===== src/rtl/vga_pkg.sv =====
// Shared VGA timing defaults, colour-field layout and frame-buffer address format.
// Used by both the frame reader and the frame-buffer writer.
package vga_pkg;

  localparam int unsigned DEF_H_VIS   = 640;
  localparam int unsigned DEF_H_FP    = 16;
  localparam int unsigned DEF_H_SYNC  = 96;
  localparam int unsigned DEF_H_BP    = 48;
  localparam int unsigned DEF_H_TOTAL = 800;

  localparam int unsigned DEF_V_VIS   = 480;
  localparam int unsigned DEF_V_FP    = 10;
  localparam int unsigned DEF_V_SYNC  = 2;
  localparam int unsigned DEF_V_BP    = 33;
  localparam int unsigned DEF_V_TOTAL = 525;

  localparam int unsigned CNT_W    = 10;
  localparam int unsigned ADDR_W   = 15;
  localparam int unsigned ROW_W    = 7;
  localparam int unsigned COL_W    = 8;
  localparam int unsigned COLOUR_W = 8;
  localparam int unsigned FG_LSB   = 8;
  localparam int unsigned BG_LSB   = 0;

  // Buffer word for a 160x120 image cell; row/col are the 4x-decimated counters.
  function automatic logic [ADDR_W-1:0] pix_addr(input logic [ROW_W-1:0] row,
                                                 input logic [COL_W-1:0] col);
    return {row, col};
  endfunction

endpackage


===== src/rtl/vga_timing_gen.sv =====
// Pixel-rate divider, H/V raster counters and visible/sync/frame-start decode.
module vga_timing_gen
  import vga_pkg::*;
#(
  parameter int unsigned CLK_DIV = 4,
  parameter int unsigned H_VIS   = DEF_H_VIS,
  parameter int unsigned H_FP    = DEF_H_FP,
  parameter int unsigned H_SYNC  = DEF_H_SYNC,
  parameter int unsigned H_BP    = DEF_H_BP,
  parameter int unsigned V_VIS   = DEF_V_VIS,
  parameter int unsigned V_FP    = DEF_V_FP,
  parameter int unsigned V_SYNC  = DEF_V_SYNC,
  parameter int unsigned V_BP    = DEF_V_BP
) (
  input  logic             CLK,
  input  logic             RESET,
  output logic             pix_en,
  output logic             visible,
  output logic             hsync_n,
  output logic             vsync_n,
  output logic             frame_start,
  output logic [ROW_W-1:0] pix_row,
  output logic [COL_W-1:0] pix_col
);

  localparam int unsigned H_TOTAL = H_VIS + H_FP + H_SYNC + H_BP;
  localparam int unsigned V_TOTAL = V_VIS + V_FP + V_SYNC + V_BP;
  localparam int unsigned DIV_W   = $clog2(CLK_DIV);

  logic [DIV_W-1:0] div_q, div_d;
  logic [CNT_W-1:0] h_q, h_d;
  logic [CNT_W-1:0] v_q, v_d;
  logic             h_wrap, v_wrap;

  always_comb begin
    pix_en = (div_q == DIV_W'(CLK_DIV - 1));
    h_wrap = (h_q == CNT_W'(H_TOTAL - 1));
    v_wrap = (v_q == CNT_W'(V_TOTAL - 1));
    div_d  = pix_en ? '0 : div_q + 1'b1;
    h_d    = h_q;
    v_d    = v_q;
    if (pix_en) begin
      h_d = h_wrap ? '0 : h_q + 1'b1;
      if (h_wrap) begin
        v_d = v_wrap ? '0 : v_q + 1'b1;
      end
    end
  end

  always_ff @(posedge CLK) begin
    if (RESET) begin
      div_q <= '0;
      h_q   <= '0;
      v_q   <= '0;
    end else begin
      div_q <= div_d;
      h_q   <= h_d;
      v_q   <= v_d;
    end
  end

  always_comb begin
    visible = (h_q < CNT_W'(H_VIS)) && (v_q < CNT_W'(V_VIS));
    hsync_n = !((h_q >= CNT_W'(H_VIS + H_FP)) && (h_q < CNT_W'(H_VIS + H_FP + H_SYNC)));
    vsync_n = !((v_q >= CNT_W'(V_VIS + V_FP)) && (v_q < CNT_W'(V_VIS + V_FP + V_SYNC)));
    // Asserted on the tick that moves the raster from the last visible line into blanking.
    frame_start = pix_en && h_wrap && (v_q == CNT_W'(V_VIS - 1));
    pix_row = v_q[8:2];
    pix_col = h_q[9:2];
  end

endmodule


===== src/rtl/vga_frame_reader.sv =====
// Reads a 160x120 1-bit frame buffer and drives a 4x-scaled VGA raster with two latched colours.
// Optional VGA_TEST_PATTERN_EN adds TEST_MODE, replacing buffer data with a 32-pixel checkerboard.
module vga_frame_reader
  import vga_pkg::*;
#(
  parameter int unsigned CLK_DIV = 4,
  parameter int unsigned H_VIS   = DEF_H_VIS,
  parameter int unsigned H_FP    = DEF_H_FP,
  parameter int unsigned H_SYNC  = DEF_H_SYNC,
  parameter int unsigned H_BP    = DEF_H_BP,
  parameter int unsigned V_VIS   = DEF_V_VIS,
  parameter int unsigned V_FP    = DEF_V_FP,
  parameter int unsigned V_SYNC  = DEF_V_SYNC,
  parameter int unsigned V_BP    = DEF_V_BP
) (
  input  logic                CLK,
  input  logic                RESET,
`ifdef VGA_TEST_PATTERN_EN
  input  logic                TEST_MODE,
`endif
  input  logic [15:0]         CONFIG_COLOURS,
  output logic [ADDR_W-1:0]   VGA_ADDR,
  input  logic                VGA_DATA,
  output logic                VGA_HS,
  output logic                VGA_VS,
  output logic [COLOUR_W-1:0] VGA_COLOUR,
  output logic                FRAME_START
);

  logic             pix_en;
  logic             visible;
  logic             hsync_n;
  logic             vsync_n;
  logic             frame_start;
  logic [ROW_W-1:0] pix_row;
  logic [COL_W-1:0] pix_col;
  logic             pix_bit;

  logic [ADDR_W-1:0]   addr_q;
  logic                hs_q;
  logic                vs_q;
  logic [COLOUR_W-1:0] colour_q;
  logic [COLOUR_W-1:0] fg_q;
  logic [COLOUR_W-1:0] bg_q;

  vga_timing_gen #(
    .CLK_DIV (CLK_DIV),
    .H_VIS   (H_VIS),
    .H_FP    (H_FP),
    .H_SYNC  (H_SYNC),
    .H_BP    (H_BP),
    .V_VIS   (V_VIS),
    .V_FP    (V_FP),
    .V_SYNC  (V_SYNC),
    .V_BP    (V_BP)
  ) u_timing (
    .CLK         (CLK),
    .RESET       (RESET),
    .pix_en      (pix_en),
    .visible     (visible),
    .hsync_n     (hsync_n),
    .vsync_n     (vsync_n),
    .frame_start (frame_start),
    .pix_row     (pix_row),
    .pix_col     (pix_col)
  );

`ifdef VGA_TEST_PATTERN_EN
  // pix_col[3] is H[5] and pix_row[3] is V[5].
  assign pix_bit = TEST_MODE ? (pix_col[3] ^ pix_row[3]) : VGA_DATA;
`else
  assign pix_bit = VGA_DATA;
`endif

  // Sync and colour are captured together on the pixel tick so they leave with equal latency.
  always_ff @(posedge CLK) begin
    if (RESET) begin
      addr_q   <= '0;
      hs_q     <= 1'b1;
      vs_q     <= 1'b1;
      colour_q <= '0;
      fg_q     <= '0;
      bg_q     <= '0;
    end else begin
      addr_q <= visible ? pix_addr(pix_row, pix_col) : '0;
      if (frame_start) begin
        fg_q <= CONFIG_COLOURS[FG_LSB +: COLOUR_W];
        bg_q <= CONFIG_COLOURS[BG_LSB +: COLOUR_W];
      end
      if (pix_en) begin
        hs_q     <= hsync_n;
        vs_q     <= vsync_n;
        colour_q <= !visible ? '0 : (pix_bit ? fg_q : bg_q);
      end
    end
  end

  assign VGA_ADDR    = addr_q;
  assign VGA_HS      = hs_q;
  assign VGA_VS      = vs_q;
  assign VGA_COLOUR  = colour_q;
  assign FRAME_START = frame_start;

endmodule

===== config.mk =====
export PLATFORM = sky130hd
export DESIGN_NAME = vga_frame_reader
export DESIGN_NICKNAME = d
export VERILOG_FILES = /design/src/rtl/vga_pkg.sv /design/src/rtl/vga_timing_gen.sv /design/src/rtl/vga_frame_reader.sv
export SDC_FILE = /design/constraint.sdc
export NUM_CORES = 1
export LEC_CHECK = 0
export CORE_ASPECT_RATIO = 0.9
export CORE_MARGIN = 2
export CORE_UTILIZATION = 47
export CTS_CLUSTER_SIZE = 20
export DETAILED_ROUTE_END_ITERATION = 8
export MAX_ROUTING_LAYER = met4
export PLACE_DENSITY = 0.79
export SYNTH_ARGS = -nofsm -noshare
export SYNTH_HDL_FRONTEND = slang
export SYNTH_SLANG_ARGS = --single-unit

===== constraint.sdc =====
create_clock -name CLK -period 1.6 [get_ports CLK]
set_input_delay 0.4 -clock CLK [delete_from_list [all_inputs] [get_ports CLK]]
set_output_delay 0.4 -clock CLK [all_outputs]
set_load 0.02 [all_outputs]

======== Word level (Yosys, flattened, before mapping) ========
Cells that the tools add are included.
operators by class
  $add $sub $neg .......................... 3
  $mul .................................... 0
  div/mod/pow operators ................... 0
  order comparisons ....................... 6
  equal/unequal tests ..................... 4
  shift operators ......................... 0
  multiplexer cells ....................... 4
  bitwise gates (word level) .............. 1
  reductions and logical operators ........ 10
operators by type and width
  operator                                                                              count
  10-bit by 1-bit adder with 10-bit output, second input constant                       2
  10-bit equality test, second input constant                                           2
  10-bit < comparator, second input constant                                            2
  10-bit by 9-bit < comparator with 1-bit output, second input constant                 2
  10-bit two-way mux                                                                    2
  8-bit two-way mux                                                                     2
  10-bit by 9-bit equality test with 1-bit output, second input constant                1
  10-bit greater-or-equal comparator, second input constant                             1
  10-bit by 9-bit greater-or-equal comparator with 1-bit output, second input constant  1
  1-bit logical AND                                                                     5
  2-bit OR reduction                                                                    2
  2-bit by 1-bit adder with 2-bit output, second input constant                         1
  2-bit equality test, second input constant                                            1
  1-bit logical NOT                                                                     2
  2-bit AND reduction                                                                   1
  1-bit NOT                                                                             1
storage, ports and cells
  flip-flop bits (word level) ............. 63
  bits in latches ......................... 0
  RAM bits ................................ 0
  memory bits (read-only) ................. 0
  input port bits ......................... 19
  word-level logic and storage cells ...... 37
  memories kept ........................... 0

======== Depth between registers and ports, before layout ========
  depth in word-level cells ............... 4
  mapped depth ............................ 7

======== By module ========
From an unflattened synthesis, not the netlist that was laid out.
second synthesis, totals
  cell total of the unflattened synthesis .. 268
  area, all modules ....................... 2681.3 µm²
modules (own cells, without submodules)
  module            times used  cells an instance  area an instance (µm²)  sequential area each (µm²)
  vga_frame_reader  1           117                1417.6                  820.8
  vga_timing_gen    1           151                1263.7                  440.4

======== Least setup slack after synthesis ========
Ideal clock, no wire load.
  path type ............................... reg-to-output
  start ................................... register u_timing.h_q[0]
  end ..................................... output port FRAME_START
  arrival ................................. 1471 ps
  data required time ...................... 1200 ps
  setup slack ............................. -271 ps
  stages on the path, launching flop included .. 6
  buffers on the path ..................... 1
  cell sequence ........................... dfxtp_1 -> ha_1 -> and4b_2 -> nand4_1 -> clkbuf_1 -> nor2_1
between the ends
  word-level cells in the longest chain between the ends .. 3
ends and longest elaborated chain
  what                            RTL line                source
  start: declaration              vga_timing_gen.sv:31    logic [CNT_W-1:0] h_q, h_d;
  start signal: assignment        vga_timing_gen.sv:53    h_q <= '0;
  start signal: assignment        vga_timing_gen.sv:57    h_q <= h_d;
  10-bit equality test            vga_timing_gen.sv:37    h_wrap = (h_q == CNT_W'(H_TOTAL - 1));
  1-bit logical AND (2 in a row)  vga_timing_gen.sv:67    frame_start = pix_en && h_wrap && (v_q == CNT_W'(V_VIS - 1));
  end: declaration                vga_frame_reader.sv:27  output logic FRAME_START
Every way passes these cells.

======== Worst setup path in the final report ========
  start ................................... register u_timing.h_q[1]
  end ..................................... output port FRAME_START
Same word-level chain as after synthesis.

==> flow_summary.json <==
{
  "die_width_microns": 83.3,
  "placementRows": 25,
  "final.min_clock_period_ns": 1.91,
  "placed_area_sq_um": 3460,
  "rsz0062_at_grt": "true",
  "maxSlewHeadroom_pct": 70.4,
  "timing.final.ws_setup_ns": -0.310,
  "yosys.area.top_type": "dfxtp_1",
  "ir_drop_mv": 0.726,
  "cts_htree_levels": 3,
  "dr.pass1.iters": 4,
  "gp_congestion": 0.811,
  "leakagePower_uw": 0.00153,
  "core_sq_um": 5350,
  "cts_tree": "done",
  "grt_max_degree": 21,
  "path_clk_slew_ns": 0.07,
  "fmax_mhz": 523,
  "yosysWarnings": 0,
  "drcViolationCount": 0,
  "cts_buffer_depth": 2,
  "crit_fanout": 2,
  "crit_path_end_kind": "primary output",
  "slew_violations": 0,
  "clock_sinks": 63,
  "ys_seq_area_share_pct": 47.5,
  "hold_violations": 0,
  "wl_per_cell_microns": 16.0,
  "fin_cells": 452,
  "comb_power_share_pct": 4.9,
  "maxCapViolCount": 0,
  "internal_power_uw": 2510,
  "avgViaCountPerCell": 5.52,
  "syn_inst": 293,
  "drive_gt1_share_pct": 27.8,
  "fin_area_sq_um": 3850,
  "die_area_sq_um": 6270,
  "drtAntennaViolNets": 0,
  "finalCritPeriodShare_pct": 119,
  "synth_edf_count": 0,
  "cts.hold.buffers_added": 0,
  "arrival_ns": 1.51,
  "antenna_found_initial": 0,
  "ioPinCount": 45,
  "synth_top_area_share_pct": 47.5,
  "synth_area_per_cell_sq_um": 9.07,
  "cp.required_ns": 1.20,
  "synth_area_leaders": "dfxtp_1, o21ai_0, a21oi_1",
  "grt_pass1_vias": 2295,
  "crit_slowest_cell": "dfxtp_2",
  "syn_area_sq_um": 2660,
  "clk_latency_ns": 0.35,
  "syn_nets": 317,
  "die_h_microns": 75.3,
  "tightest_slew_ns": 0.443,
  "drtIter0Drc": 136,
  "swShare_pct": 21.7,
  "clockPowerShare_pct": 45.4,
  "portBuffers": 44,
  "clock_skew_ns": 0.00706,
  "grt_usage_pct": 23.1,
  "p_switching_uw": 696,
  "num-fill-cells": 388,
  "start_util_pct": 49.7,
  "startpoint_type": "flop",
  "grt_first_pass_wirelength_microns": 10900,
  "cpPeakStageDelay_ns": 0.35,
  "via_count": 2495,
  "status": "finished with violations",
  "synth_seq_cells": 63,
  "power_density_nw_per_um2": 833,
  "syn2layout_area_growth_pct": 44.8,
  "synth_ff_type": "dfxtp_1",
  "setup_viol": 10,
  "wirelength_microns": 7230,
  "dp_cells": 426,
  "nNetsFinal": 404,
  "root_buffer": "clkbuf_8",
  "worstSetupPathType": "flop to primary output",
  "diodes": 0,
  "async_flop_share_pct": 0,
  "cp_cell_sequence": "ha_4 > and4b_2 > nand4_1 > nor2_4 > buf_6",
  "synth_cell_types": 44,
  "worst_hold_path_type": "flop to flop",
  "grt-ovfl-total": 0,
  "violations": "setup timing",
  "cts_buffers": 9,
  "hpwl_microns": 4600,
  "p_seq_share_pct": 49.7
}
[power groups by stage]
stage / Combinational, uW / Clock [uW] / Sequential (uW)
2_1_floorplan: 67.4 / 0 / 1630
3_3_place_gp: 147 / 0 / 1630
3_5_place_dp: 148 / 0 / 1630
4_1_cts: 153 / 1470 / 1590
5_1_grt: 171 / 1540 / 1590
6_report: 158 / 1450 / 1590
[stage by stage]
step | power (uW) | setup WS [ns] | setup TNS [ns] | utilization [%] | hold WS (ns)
floorplan | 1690 | -0.0272 | -0.0272 | - | 0.406
CTS | 3210 | -0.334 | -0.789 | 69.2 | 0.430
detailed placement | 1780 | -0.431 | -3.44 | 64.6 | 0.420
finish | 3200 | -0.310 | -0.830 | 71.9 | 0.433
global route | 3310 | -0.378 | -1.83 | 71.9 | 0.455
global placement | 1770 | -0.432 | -2.85 | 64.6 | 0.413
[cell usage after synthesis (3+ instances only)]
master,instances
dfxtp_1,63
nand3_1,26
inv_1,6
nand2_1,17
xor2_1,5
and4_1,3
xnor2_1,5
o21ai_0,29
buf_2,3
or3_1,6
nor3_1,12
mux2i_1,8
ha_1,5
nor2_1,11
and2_1,16
nand4_1,5
a21oi_1,27
buf_4,3
clkbuf_1,9
[sequential cells by signal, indices dropped and copies added, names as in the netlist]
signal	flops
VGA_ADDR	15
VGA_COLOUR	8
VGA_HS	1
VGA_VS	1
bg_q	8
fg_q	8
u_timing.div_q	2
u_timing.h_q	10
u_timing.v_q	10
[metal layers]
| layer | global-route usage, % | vias up | part of all wire [%] |
|---|---|---|---|
| li1 | - | 1208 | - |
| met1 | 28.8 | 1183 | 42 |
| met2 | 35.9 | 90 | 50 |
| met3 | 7.37 | 14 | 6.2 |
| met4 | 8.56 | 0 | 2.1 |
| met5 | - | - | 0 |
[layout make-up]
| type | instances | area [sq um] | area share, % |
|---|---|---|---|
| multi-input combinational | 203 | 1370 | 35.7 |
| sequential | 63 | 1270 | 33.0 |
| timing repair buffer | 97 | 890 | 23.1 |
| clock buffer | 13 | 169 | 4.39 |
| tap | 67 | 83.8 | 2.18 |
| clock inverter | 3 | 40.0 | 1.04 |
| inverter | 6 | 22.5 | 0.585 |
[logic make-up after synthesis]
logic type / count (synthesis) / share of synthesized area (%)
XOR/XNOR: 10 / 3.30
AND/OR/NAND/NOR: 119 / 26.4
flip-flops: 63 / 47.5
multiplexers: 8 / 3.01
adder cells (fa/ha/maj): 5 / 2.35
AO/OA/AOI/OAI: 61 / 12.1
buffers and inverters: 27 / 5.41
[placed cells by master (no fill, tap or decap), types with 8 or more instances in the layout]
master,instances
o21ai_0,26
nand2_1,17
dfxtp_1,57
clkdlybuf4s50_1,18
dlygate4sd2_1,25
and2_1,16
buf_6,8
clkbuf_8,12
nor2_1,9
nand3_1,25
mux2i_1,8
buf_4,42
nor3_1,12
a21oi_1,21
[timing repair]
item                       CTS  global route
gates resized for setup     45            21
gates cloned                 0             1
pin swaps                   13            13
setup buffers                3             9
setup endpoints to repair   35            39
[worst paths after layout]
kind	from	to	slack (ns)	depth (start not counted)
max reg2reg	u_timing.h_q[1]	u_timing.v_q[8]	-0.15	6
min	u_timing.div_q[0]	u_timing.div_q[0]	0.43	1
max	u_timing.h_q[1]	FRAME_START	-0.31	5
min reg2reg	u_timing.div_q[0]	u_timing.div_q[0]	0.43	1
[worst max-delay path: cells and delay by family, from the launching register on]
kind,cells,cell delay [ns]
flops,1,0.35
simple gates,3,0.55
buf+inv,1,0.12
fa+ha+maj,1,0.13
Note: power is estimated with default switching activity, not from simulation.
